File: src/rtl/mux_stream_n_if.sv
// Stream bundle between N producers, the multiplexer and one consumer.
// in_last/out_last exist only when MUX_STREAM_PKT_LOCK_EN is defined.
interface mux_stream_n_if #(
    parameter int N     = 4,
    parameter int WIDTH = 8
);
    localparam int SEL_W = $clog2(N);

    logic                 mode;
    logic [SEL_W-1:0]     sel;
    logic [N-1:0]         in_valid;
    logic [N-1:0]         in_ready;
    logic [N*WIDTH-1:0]   in_data;
    logic                 out_valid;
    logic                 out_ready;
    logic [WIDTH-1:0]     out_data;
    logic [SEL_W-1:0]     out_ch;
`ifdef MUX_STREAM_PKT_LOCK_EN
    logic [N-1:0]         in_last;
    logic                 out_last;
`endif

    // Producer/consumer side (testbench or surrounding logic)
    modport master (
        output mode, sel, in_valid, in_data, out_ready,
`ifdef MUX_STREAM_PKT_LOCK_EN
        output in_last,
        input  out_last,
`endif
        input  in_ready, out_valid, out_data, out_ch
    );

    // Multiplexer side
    modport slave (
        input  mode, sel, in_valid, in_data, out_ready,
`ifdef MUX_STREAM_PKT_LOCK_EN
        input  in_last,
        output out_last,
`endif
        output in_ready, out_valid, out_data, out_ch
    );
endinterface

File: src/rtl/mux_stream_n.sv
// N-channel registered valid/ready multiplexer, fixed-select or round-robin.
// Optional packet locking enabled by defining MUX_STREAM_PKT_LOCK_EN.
module mux_stream_n #(
    parameter int N     = 4,
    parameter int WIDTH = 8
) (
    input  logic           clk,
    input  logic           rst_n,
    mux_stream_n_if.slave  bus
);
    localparam int SEL_W = $clog2(N);

    logic                 load_en_s;
    logic                 xfer_s;
    logic                 gnt_vld_s;
    logic [SEL_W-1:0]     gnt_ch_s;
    logic [WIDTH-1:0]     gnt_data_s;
    logic [N-1:0]         in_ready_s;
    logic [SEL_W-1:0]     ptr_r;
    logic                 out_valid_r;
    logic [WIDTH-1:0]     out_data_r;
    logic [SEL_W-1:0]     out_ch_r;

`ifdef MUX_STREAM_PKT_LOCK_EN
    typedef enum logic [0:0] {
        IDLE   = 1'b0,
        LOCKED = 1'b1
    } lock_state_e;

    lock_state_e          state_r;
    lock_state_e          state_nxt_s;
    logic [SEL_W-1:0]     lock_ch_r;
    logic [SEL_W-1:0]     lock_ch_nxt_s;
    logic                 gnt_last_s;
    logic                 out_last_r;
`endif

    // Reset gating keeps in_ready low while rst_n is asserted
    assign load_en_s = rst_n && (!out_valid_r || bus.out_ready);
    assign xfer_s    = gnt_vld_s && load_en_s;

    // Grant selection: lock override, then fixed select or round-robin search
    always_comb begin
        gnt_vld_s = 1'b0;
        gnt_ch_s  = {SEL_W{1'b0}};
`ifdef MUX_STREAM_PKT_LOCK_EN
        if (state_r == LOCKED) begin
            gnt_vld_s = bus.in_valid[lock_ch_r];
            gnt_ch_s  = lock_ch_r;
        end else begin
`else
        begin
`endif
            if (bus.mode == 1'b0) begin
                // sel values >= N match no channel and therefore grant nothing
                for (int i = 0; i < N; i++) begin
                    if ((bus.sel == SEL_W'(i)) && bus.in_valid[i]) begin
                        gnt_vld_s = 1'b1;
                        gnt_ch_s  = SEL_W'(i);
                    end else begin
                        gnt_vld_s = gnt_vld_s;
                    end
                end
            end else begin
                for (int k = 1; k <= N; k++) begin
                    if (!gnt_vld_s && bus.in_valid[SEL_W'((int'(ptr_r) + k) % N)]) begin
                        gnt_vld_s = 1'b1;
                        gnt_ch_s  = SEL_W'((int'(ptr_r) + k) % N);
                    end else begin
                        gnt_vld_s = gnt_vld_s;
                    end
                end
            end
        end
    end

    // Granted-channel payload and one-hot ready
    always_comb begin
        gnt_data_s = {WIDTH{1'b0}};
        in_ready_s = {N{1'b0}};
`ifdef MUX_STREAM_PKT_LOCK_EN
        gnt_last_s = 1'b0;
`endif
        for (int i = 0; i < N; i++) begin
            if (gnt_ch_s == SEL_W'(i)) begin
                gnt_data_s    = bus.in_data[i*WIDTH +: WIDTH];
                in_ready_s[i] = xfer_s;
`ifdef MUX_STREAM_PKT_LOCK_EN
                gnt_last_s    = bus.in_last[i];
`endif
            end else begin
                in_ready_s[i] = 1'b0;
            end
        end
    end

    // Output register and round-robin pointer
    always_ff @(posedge clk or negedge rst_n) begin
        if (!rst_n) begin
            out_valid_r <= 1'b0;
            out_data_r  <= {WIDTH{1'b0}};
            out_ch_r    <= {SEL_W{1'b0}};
            ptr_r       <= SEL_W'(N - 1);
        end else if (xfer_s) begin
            out_valid_r <= 1'b1;
            out_data_r  <= gnt_data_s;
            out_ch_r    <= gnt_ch_s;
            ptr_r       <= gnt_ch_s;
        end else if (bus.out_ready) begin
            out_valid_r <= 1'b0;
        end
    end

`ifdef MUX_STREAM_PKT_LOCK_EN
    // Lock FSM next state: a non-last beat opens a packet, its last beat closes it
    always_comb begin
        state_nxt_s   = state_r;
        lock_ch_nxt_s = lock_ch_r;
        case (state_r)
            IDLE: begin
                if (xfer_s && !gnt_last_s) begin
                    state_nxt_s   = LOCKED;
                    lock_ch_nxt_s = gnt_ch_s;
                end else begin
                    state_nxt_s   = IDLE;
                end
            end
            LOCKED: begin
                if (xfer_s && gnt_last_s) begin
                    state_nxt_s = IDLE;
                end else begin
                    state_nxt_s = LOCKED;
                end
            end
            default: begin
                state_nxt_s = IDLE;
            end
        endcase
    end

    // Lock FSM state, lock channel and registered last flag
    always_ff @(posedge clk or negedge rst_n) begin
        if (!rst_n) begin
            state_r    <= IDLE;
            lock_ch_r  <= {SEL_W{1'b0}};
            out_last_r <= 1'b0;
        end else begin
            state_r   <= state_nxt_s;
            lock_ch_r <= lock_ch_nxt_s;
            if (xfer_s) begin
                out_last_r <= gnt_last_s;
            end
        end
    end

    assign bus.out_last = out_last_r;
`endif

    assign bus.in_ready  = in_ready_s;
    assign bus.out_valid = out_valid_r;
    assign bus.out_data  = out_data_r;
    assign bus.out_ch    = out_ch_r;
endmodule

File: src/flat_wrapper.sv
// flat-port wrapper written by rule: the top's interface ports become plain ports
module mux_stream_n_flat 
#(
    parameter int N     = 4,
    parameter int WIDTH = 8
)
  (clk, rst_n, bus_mode, bus_sel, bus_in_valid, bus_in_data, bus_out_ready, bus_in_ready, bus_out_valid, bus_out_data, bus_out_ch);
  mux_stream_n_if #(.N(N), .WIDTH(WIDTH)) bus_i ();
  input  logic clk;
  input  logic rst_n;
  input wire logic [$bits(bus_i.mode)-1:0] bus_mode;
  input wire logic [$bits(bus_i.sel)-1:0] bus_sel;
  input wire logic [$bits(bus_i.in_valid)-1:0] bus_in_valid;
  input wire logic [$bits(bus_i.in_data)-1:0] bus_in_data;
  input wire logic [$bits(bus_i.out_ready)-1:0] bus_out_ready;
  output wire logic [$bits(bus_i.in_ready)-1:0] bus_in_ready;
  output wire logic [$bits(bus_i.out_valid)-1:0] bus_out_valid;
  output wire logic [$bits(bus_i.out_data)-1:0] bus_out_data;
  output wire logic [$bits(bus_i.out_ch)-1:0] bus_out_ch;
  assign bus_i.mode = bus_mode;
  assign bus_i.sel = bus_sel;
  assign bus_i.in_valid = bus_in_valid;
  assign bus_i.in_data = bus_in_data;
  assign bus_i.out_ready = bus_out_ready;
  assign bus_in_ready = bus_i.in_ready;
  assign bus_out_valid = bus_i.out_valid;
  assign bus_out_data = bus_i.out_data;
  assign bus_out_ch = bus_i.out_ch;
  mux_stream_n #(.N(N), .WIDTH(WIDTH)) u_core (.clk(clk), .rst_n(rst_n), .bus(bus_i));
endmodule
File: config.mk
export PLATFORM = sky130hd
export DESIGN_NAME = mux_stream_n_flat
export DESIGN_NICKNAME = d
export VERILOG_FILES = /design/src/rtl/mux_stream_n_if.sv /design/src/rtl/mux_stream_n.sv /design/src/flat_wrapper.sv
export SDC_FILE = /design/constraint.sdc
export NUM_CORES = 1
export LEC_CHECK = 0
export CAP_MARGIN = 0
export CORE_MARGIN = 5
export CORE_UTILIZATION = 40
export DETAILED_ROUTE_END_ITERATION = 12
export GPL_ROUTABILITY_DRIVEN = 0
export HOLD_SLACK_MARGIN = 0.12
export PLACE_DENSITY = 0.89
export SLEW_MARGIN = 25
export SYNTH_ARGS = -nofsm -noshare
export SYNTH_HDL_FRONTEND = slang
export SYNTH_SLANG_ARGS = --single-unit
File: constraint.sdc
create_clock -name clk -period 5.03 [get_ports clk]
set_input_delay 1.509 -clock clk [delete_from_list [all_inputs] [get_ports clk]]
set_output_delay 1.509 -clock clk [all_outputs]
set_load 0.01 [all_outputs]
==> impl_metrics.toml, run 1 <==
[power_and_ir_drop]
p_per_area_nw_per_um2 = 271
power.internal_w = 0.000302
peakVddDrop_uv = 209
switching_power_w = 0.000154
swShare = 0.337
p_leak_nw = 0.780
comb_power_share = 0.502
p_clk_frac = 0.150
power_frac_seq = 0.348

[logic_synthesis]
yosys.area.top_type = "dfrtp_1"
synth_area_leaders = "dfrtp_1, mux2i_1, o221ai_1"
ys_types = 35
ys_seq_area_frac = 0.335
synth_fp_nets = 142
avgSynthCellArea_sq_um = 9.77
yosysWarnings = 0
syn_area_sq_um = 977
synth_top_area_share = 0.282
syn_inst = 100
ys_seq_elements = 13

[worst_setup_path]
crit_type = "input pin to output port"
arrival_ns = 3.42
crit_path_start_kind = "input pin"
rrSetupSlack_ns = 2.93
r2r_end = "u_core.bus.out_data[4]$_DFFE_PN0N_"
reg2reg_from = "u_core.ptr_r[0]$_DFFE_PN1N_"
crit_fanout = 4
required_ns = 3.52
cp-startpoint = "bus_sel[0]"
reg2regPathDepth = 7
crit_path_end = "bus_in_ready[3]"
endpoint_kind = "output port"

[timing]
max_freq_mhz = 203
slew_headroom = 0.632
tns_ns = 0
hold_ws_ns = 0.496
slew_viol_final = 0
setup_viol = 0
finalCritPeriodShare = 0.980
hold_viol = 0
rsz0062_at_grt = "false"
fin_crit_ns = 4.93
tightest_slew_ns = 0.548
skew_ns = 0.00740

[grt]
grt_pass1_wl_microns = 5180
gr-usage-all-layers = 0.193
overflow = 0
antenna_found_initial = 0
grt_max_degree = 15
grt_pass1_vias = 1231

[detailed_routing]
vias = 1100
detail_route.wl_per_cell_microns = 15.3
antenna_left = 0
viasPerCell = 5.50
drc_errors = 0
wl_microns = 3060
dr.pass1.iters = 4
drt_iter0_drc = 24

[clock_tree]
clock_path_buffers = 2
cts-root-buf = "clkbuf_4"
clock_sinks = 13
cts_setup_buffers = 0
cts_htree_levels = 1
clkLatencyLatePin_ns = 0.29
cts_tree = "yes"
clk_pin_slew_ns = 0.09
ctsHoldBuffers = 0
cts_inserted_buffers = 3

[die]
die_x_microns = 59.4
core_sq_um = 2410
ioPinCount = 57
die-area_sq_um = 3530
rows = 18
initial_utilization = 0.406
die_h_microns = 59.4

[placed_design]
port_buffers = 56
place_area_sq_um = 1650
hpwl_microns = 2580

[hold_path]
hp-class = "flop to flop"
hp-start = "u_core.bus.out_ch[1]$_DFFE_PN0N_"

[final_layout]
drive_above_1_share = 0.182
mostFrequentLayoutCells = "clkdlybuf4s50_1, mux2i_1, nand2_1, buf_4, dfrtp_1"
final_common_cell = "clkdlybuf4s50_1"
antenna_cells = 0
final_area_sq_um = 1680
syn_to_final_growth_pct = 71.8
nets = 213

[outcome]
status = "finished, final reports clean"

[run]
cap_violations = 0
area by class of cell:
cell class              instances  area [sq um]
clock buffers                   4          26.3
fillers                       178           731
inverters                       1          3.75
multi-input cells              81           618
flip-flops and latches         13           328
well taps                      30          37.5
repair buffers                 71           666
stage by stage:
step | power (W) | setup slack [ns] | util | instances
after CTS | 0.000456 | 0.0415 | 0.695 | 200
after detailed placement | 0.000391 | -0.185 | 0.686 | 196
after global routing | 0.000481 | 0.00125 | 0.697 | 200
after global placement | 0.000383 | -0.0861 | 0.686 | 196
final | 0.000455 | 0.103 | 0.697 | 200
after floorplan | 0.000268 | 0.688 | - | 100
logic make-up after synthesis:
family / synth area share
AO/OA/AOI/OAI: 0.210
buffers and inverters: 0.0499
flip-flops: 0.335
multiplexers: 0.207
AND/OR/NAND/NOR: 0.197
registers in the layout, summed over array words and instances (netlist names):
signal	cells
u_core.bus.out_ch	2
u_core.bus.out_valid	1
u_core.bus.out_data	8
u_core.ptr_r	2
synthesized netlist by cell type, drive strengths merged:
| master | number |
|---|---|
| nor2b | 1 |
| o2111ai | 1 |
| nor3b | 1 |
| buf | 3 |
| nand3 | 1 |
| dfstp | 2 |
| inv | 1 |
| o21a | 3 |
| o21ai | 2 |
| mux2i | 18 |
| nand2 | 16 |
| nand4b | 1 |
| o221ai | 8 |
| nand2b | 4 |
| or3 | 1 |
| and3b | 2 |
| a211o | 1 |
| clkbuf | 2 |
| a31o | 1 |
| or2 | 1 |
| nor2 | 6 |
| nand3b | 2 |
| a21o | 2 |
| nor3 | 2 |
| dfrtp | 11 |
| o311a | 1 |
| mux2 | 2 |
| o41ai | 1 |
| o311ai | 1 |
| a31oi | 2 |
how the worst min path moves through the flow:
stage | to | slack [ns] | depth (start not counted)
global route | u_core.bus.out_data[3]$_DFFE_PN0N_ | 0.52 | 2
finish | u_core.bus.out_ch[1]$_DFFE_PN0N_ | 0.50 | 2
global placement | u_core.bus.out_data[4]$_DFFE_PN0N_ | 0.47 | 2
detailed placement | u_core.bus.out_data[3]$_DFFE_PN0N_ | 0.48 | 2
floorplan | u_core.bus.out_ch[1]$_DFFE_PN0N_ | 0.52 | 2
CTS | u_core.bus.out_data[3]$_DFFE_PN0N_ | 0.50 | 2
critical path: stages:
cell and delay (ns):
clkdlybuf4s50_1 0.46, or3_4 0.42, a31oi_2 0.25, nand2b_1 0.13, nor2_1 0.11, clkdlybuf4s50_1 0.54
what timing repair did:
| action | 4_1_cts | 5_1_grt |
|---|---|---|
| pin swaps | 1 | 0 |
| gates resized for setup | 8 | 5 |
| gates cloned | 0 | 0 |
| setup endpoints to repair | 4 | 2 |
metal layers:
metal	GRT usage	share of wire	vias up	wire, microns
li1	-	-	519	-
met1	0.197	0.37	524	1140
met2	0.342	0.49	52	1520
met3	0.0784	0.12	5	362
met4	0.0841	0.015	0	45
met5	0	0	-	0
power by group through the flow:
| stage | logic (W) | registers [W] | clock network, W |
|---|---|---|---|
| floorplan | 0.0000989 | 0.000169 | 0 |
| finish | 0.000228 | 0.000158 | 0.0000682 |
| global route | 0.000247 | 0.000163 | 0.0000714 |
| global placement | 0.000224 | 0.000160 | 0 |
| CTS | 0.000231 | 0.000158 | 0.0000670 |
| detailed placement | 0.000231 | 0.000160 | 0 |
Note: power is estimated with default switching activity, not from simulation.
==> run 2: changes to the inputs <==
- CELL_PAD_IN_SITES_DETAIL_PLACEMENT: default -> 1
- CELL_PAD_IN_SITES_GLOBAL_PLACEMENT: default -> 1
- CORE_UTILIZATION: 40 -> 29
- PLACE_DENSITY: 0.89 -> 0.9
==> impl_metrics.toml, run 2 (synthesis gave the netlist of run 1 again) <==
[outcome]
status = "finished, final reports clean"

[hold_path]
hp-start = "u_core.bus.out_ch[1]$_DFFE_PN0N_"
hp-class = "flop to flop"

[clock_tree]
cts_htree_levels = 1
clkLatencyLatePin_ns = 0.28
cts-root-buf = "clkbuf_4"
clock_path_buffers = 2
cts_inserted_buffers = 3
ctsHoldBuffers = 0
clock_sinks = 13
clk_pin_slew_ns = 0.08
cts_setup_buffers = 0
cts_tree = "yes"
ctsResizeCount = 11

[final_layout]
syn_to_final_growth_pct = 73.5
final_common_cell = "clkdlybuf4s50_1"
final_area_sq_um = 1700
nets = 211
mostFrequentLayoutCells = "clkdlybuf4s50_1, mux2i_1, nand2_1"
drive_above_1_share = 0.167
largest_register_ffs = 8
final_util = 0.512
antenna_cells = 0

[detailed_routing]
wl_microns = 3520
viasPerCell = 5.13
antenna_left = 0
drt_iter0_drc = 21
detail_route.wl_per_cell_microns = 16.4
drc_errors = 0
dr.pass1.iters = 4
vias = 1098

[die]
initial_utilization = 0.295
rows = 21
die-area_sq_um = 4630
die_h_microns = 68.1
core_sq_um = 3310
ioPinCount = 57
die_x_microns = 68.1

[worst_setup_path]
crit_fanout = 4
crit_type = "input pin to output port"
crit_path_cell_trace = "clkdlybuf4s50_1 -> buf_4 -> o41ai_4 -> a31oi_1 -> or2_2 -> nor2_1 -> dlygate4sd2_1"
required_ns = 3.52
crit_path_start_kind = "input pin"
reg2reg_from = "u_core.ptr_r[0]$_DFFE_PN1N_"
critical_path.max_stage_delay_ns = 0.47
cp-startpoint = "bus_in_valid[2]"
endpoint_kind = "output port"
critPathSlowestCell = "clkdlybuf4s50_1"
arrival_ns = 3.32

[timing]
rsz0062_at_grt = "false"
slew_viol_final = 0
tightest_slew_ns = 0.706
max_freq_mhz = 207
tns_ns = 0
skew_ns = 0.00295
finalCritPeriodShare = 0.960
hold_viol = 0
slew_headroom = 0.526
setup_viol = 0
fin_crit_ns = 4.83
hold_ws_ns = 0.493

[grt]
grt_pass1_vias = 1247
grt_pass1_wl_microns = 5880
grt_max_degree = 17
overflow = 0
antenna_found_initial = 0
gr-usage-all-layers = 0.167

[power_and_ir_drop]
p_leak_nw = 0.758
p_per_area_nw_per_um2 = 266
peakVddDrop_uv = 116
power.total_w = 0.000451

[run]
cap_violations = 0

[placed_design]
hpwl_microns = 2920
port_buffers = 56
place_area_sq_um = 1660
## run 2: cell types whose count changed in the layout (fill, tap and decap cells not counted)
cell / before / now
buf_4: 15 / 13
clkbuf_2: 1 / 0
clkdlybuf4s50_1: 47 / 48
dlygate4sd2_1: 6 / 8
dlymetal6s2s_1: 2 / 0
nand2_1: 15 / 16
nand2_2: 1 / 0
nor3_1: 2 / 0
nor3_2: 0 / 2
o41ai_2: 1 / 0
o41ai_4: 0 / 1
or3_1: 0 / 1
or3_4: 1 / 0
## run 2: area by class of cell
| type | count | area, sq um |
|---|---|---|
| inverter | 1 | 3.75 |
| timing repair buffer | 69 | 648 |
| multi-input combinational | 81 | 632 |
| fill | 415 | 1620 |
| sequential | 13 | 328 |
| clock buffer | 4 | 26.3 |
| tap | 46 | 57.6 |
## run 2: through the flow
step,instances,setup WS [ns]
after CTS,214,0.202
after floorplan,100,0.688
after global placement,210,-0.0745
final,214,0.200
after detailed placement,210,-0.149
after global routing,214,0.101
## run 2: layer usage
| metal | GRT usage | wire (microns) | up-vias |
|---|---|---|---|
| met5 | 0 | 0 | - |
| met4 | 0.0918 | 87 | 0 |
| met3 | 0.0213 | 147 | 9 |
| met2 | 0.300 | 1920 | 39 |
| met1 | 0.189 | 1370 | 537 |
| li1 | - | - | 513 |
## run 2: where the power goes
group	switching (W)	internal [W]
combinational	0.0000961	0.000130
sequential	0.0000215	0.000137
clock	0.0000355	0.0000308
## run 2: final timing paths
check | endpoint | slack [ns] | depth (start not counted)
setup / recovery | bus_in_ready[0] | 0.20 | 7
min in group asynchronous | u_core.bus.out_valid$_DFFE_PN0P_ | 1.58 | 2
hold / removal | u_core.bus.out_ch[1]$_DFFE_PN0N_ | 0.49 | 2
hold reg to reg | u_core.bus.out_ch[1]$_DFFE_PN0N_ | 0.49 | 2
max in group asynchronous | u_core.ptr_r[1]$_DFFE_PN1N_ | 3.21 | 2
setup reg to reg | u_core.bus.out_data[5]$_DFFE_PN0N_ | 2.98 | 6
## run 2: worst max-delay path: cells and delay by family
kind	cells	cell delay, ns
compound gates	2	0.45
buf+inv	3	0.93
simple gates	2	0.42
==> run 3: changes to the inputs <==
- ABC_CLOCK_PERIOD_IN_PS: default -> 5030
==> results of run 3 <==
No change in the layout: final DEF, timing and power equal those of run 2.
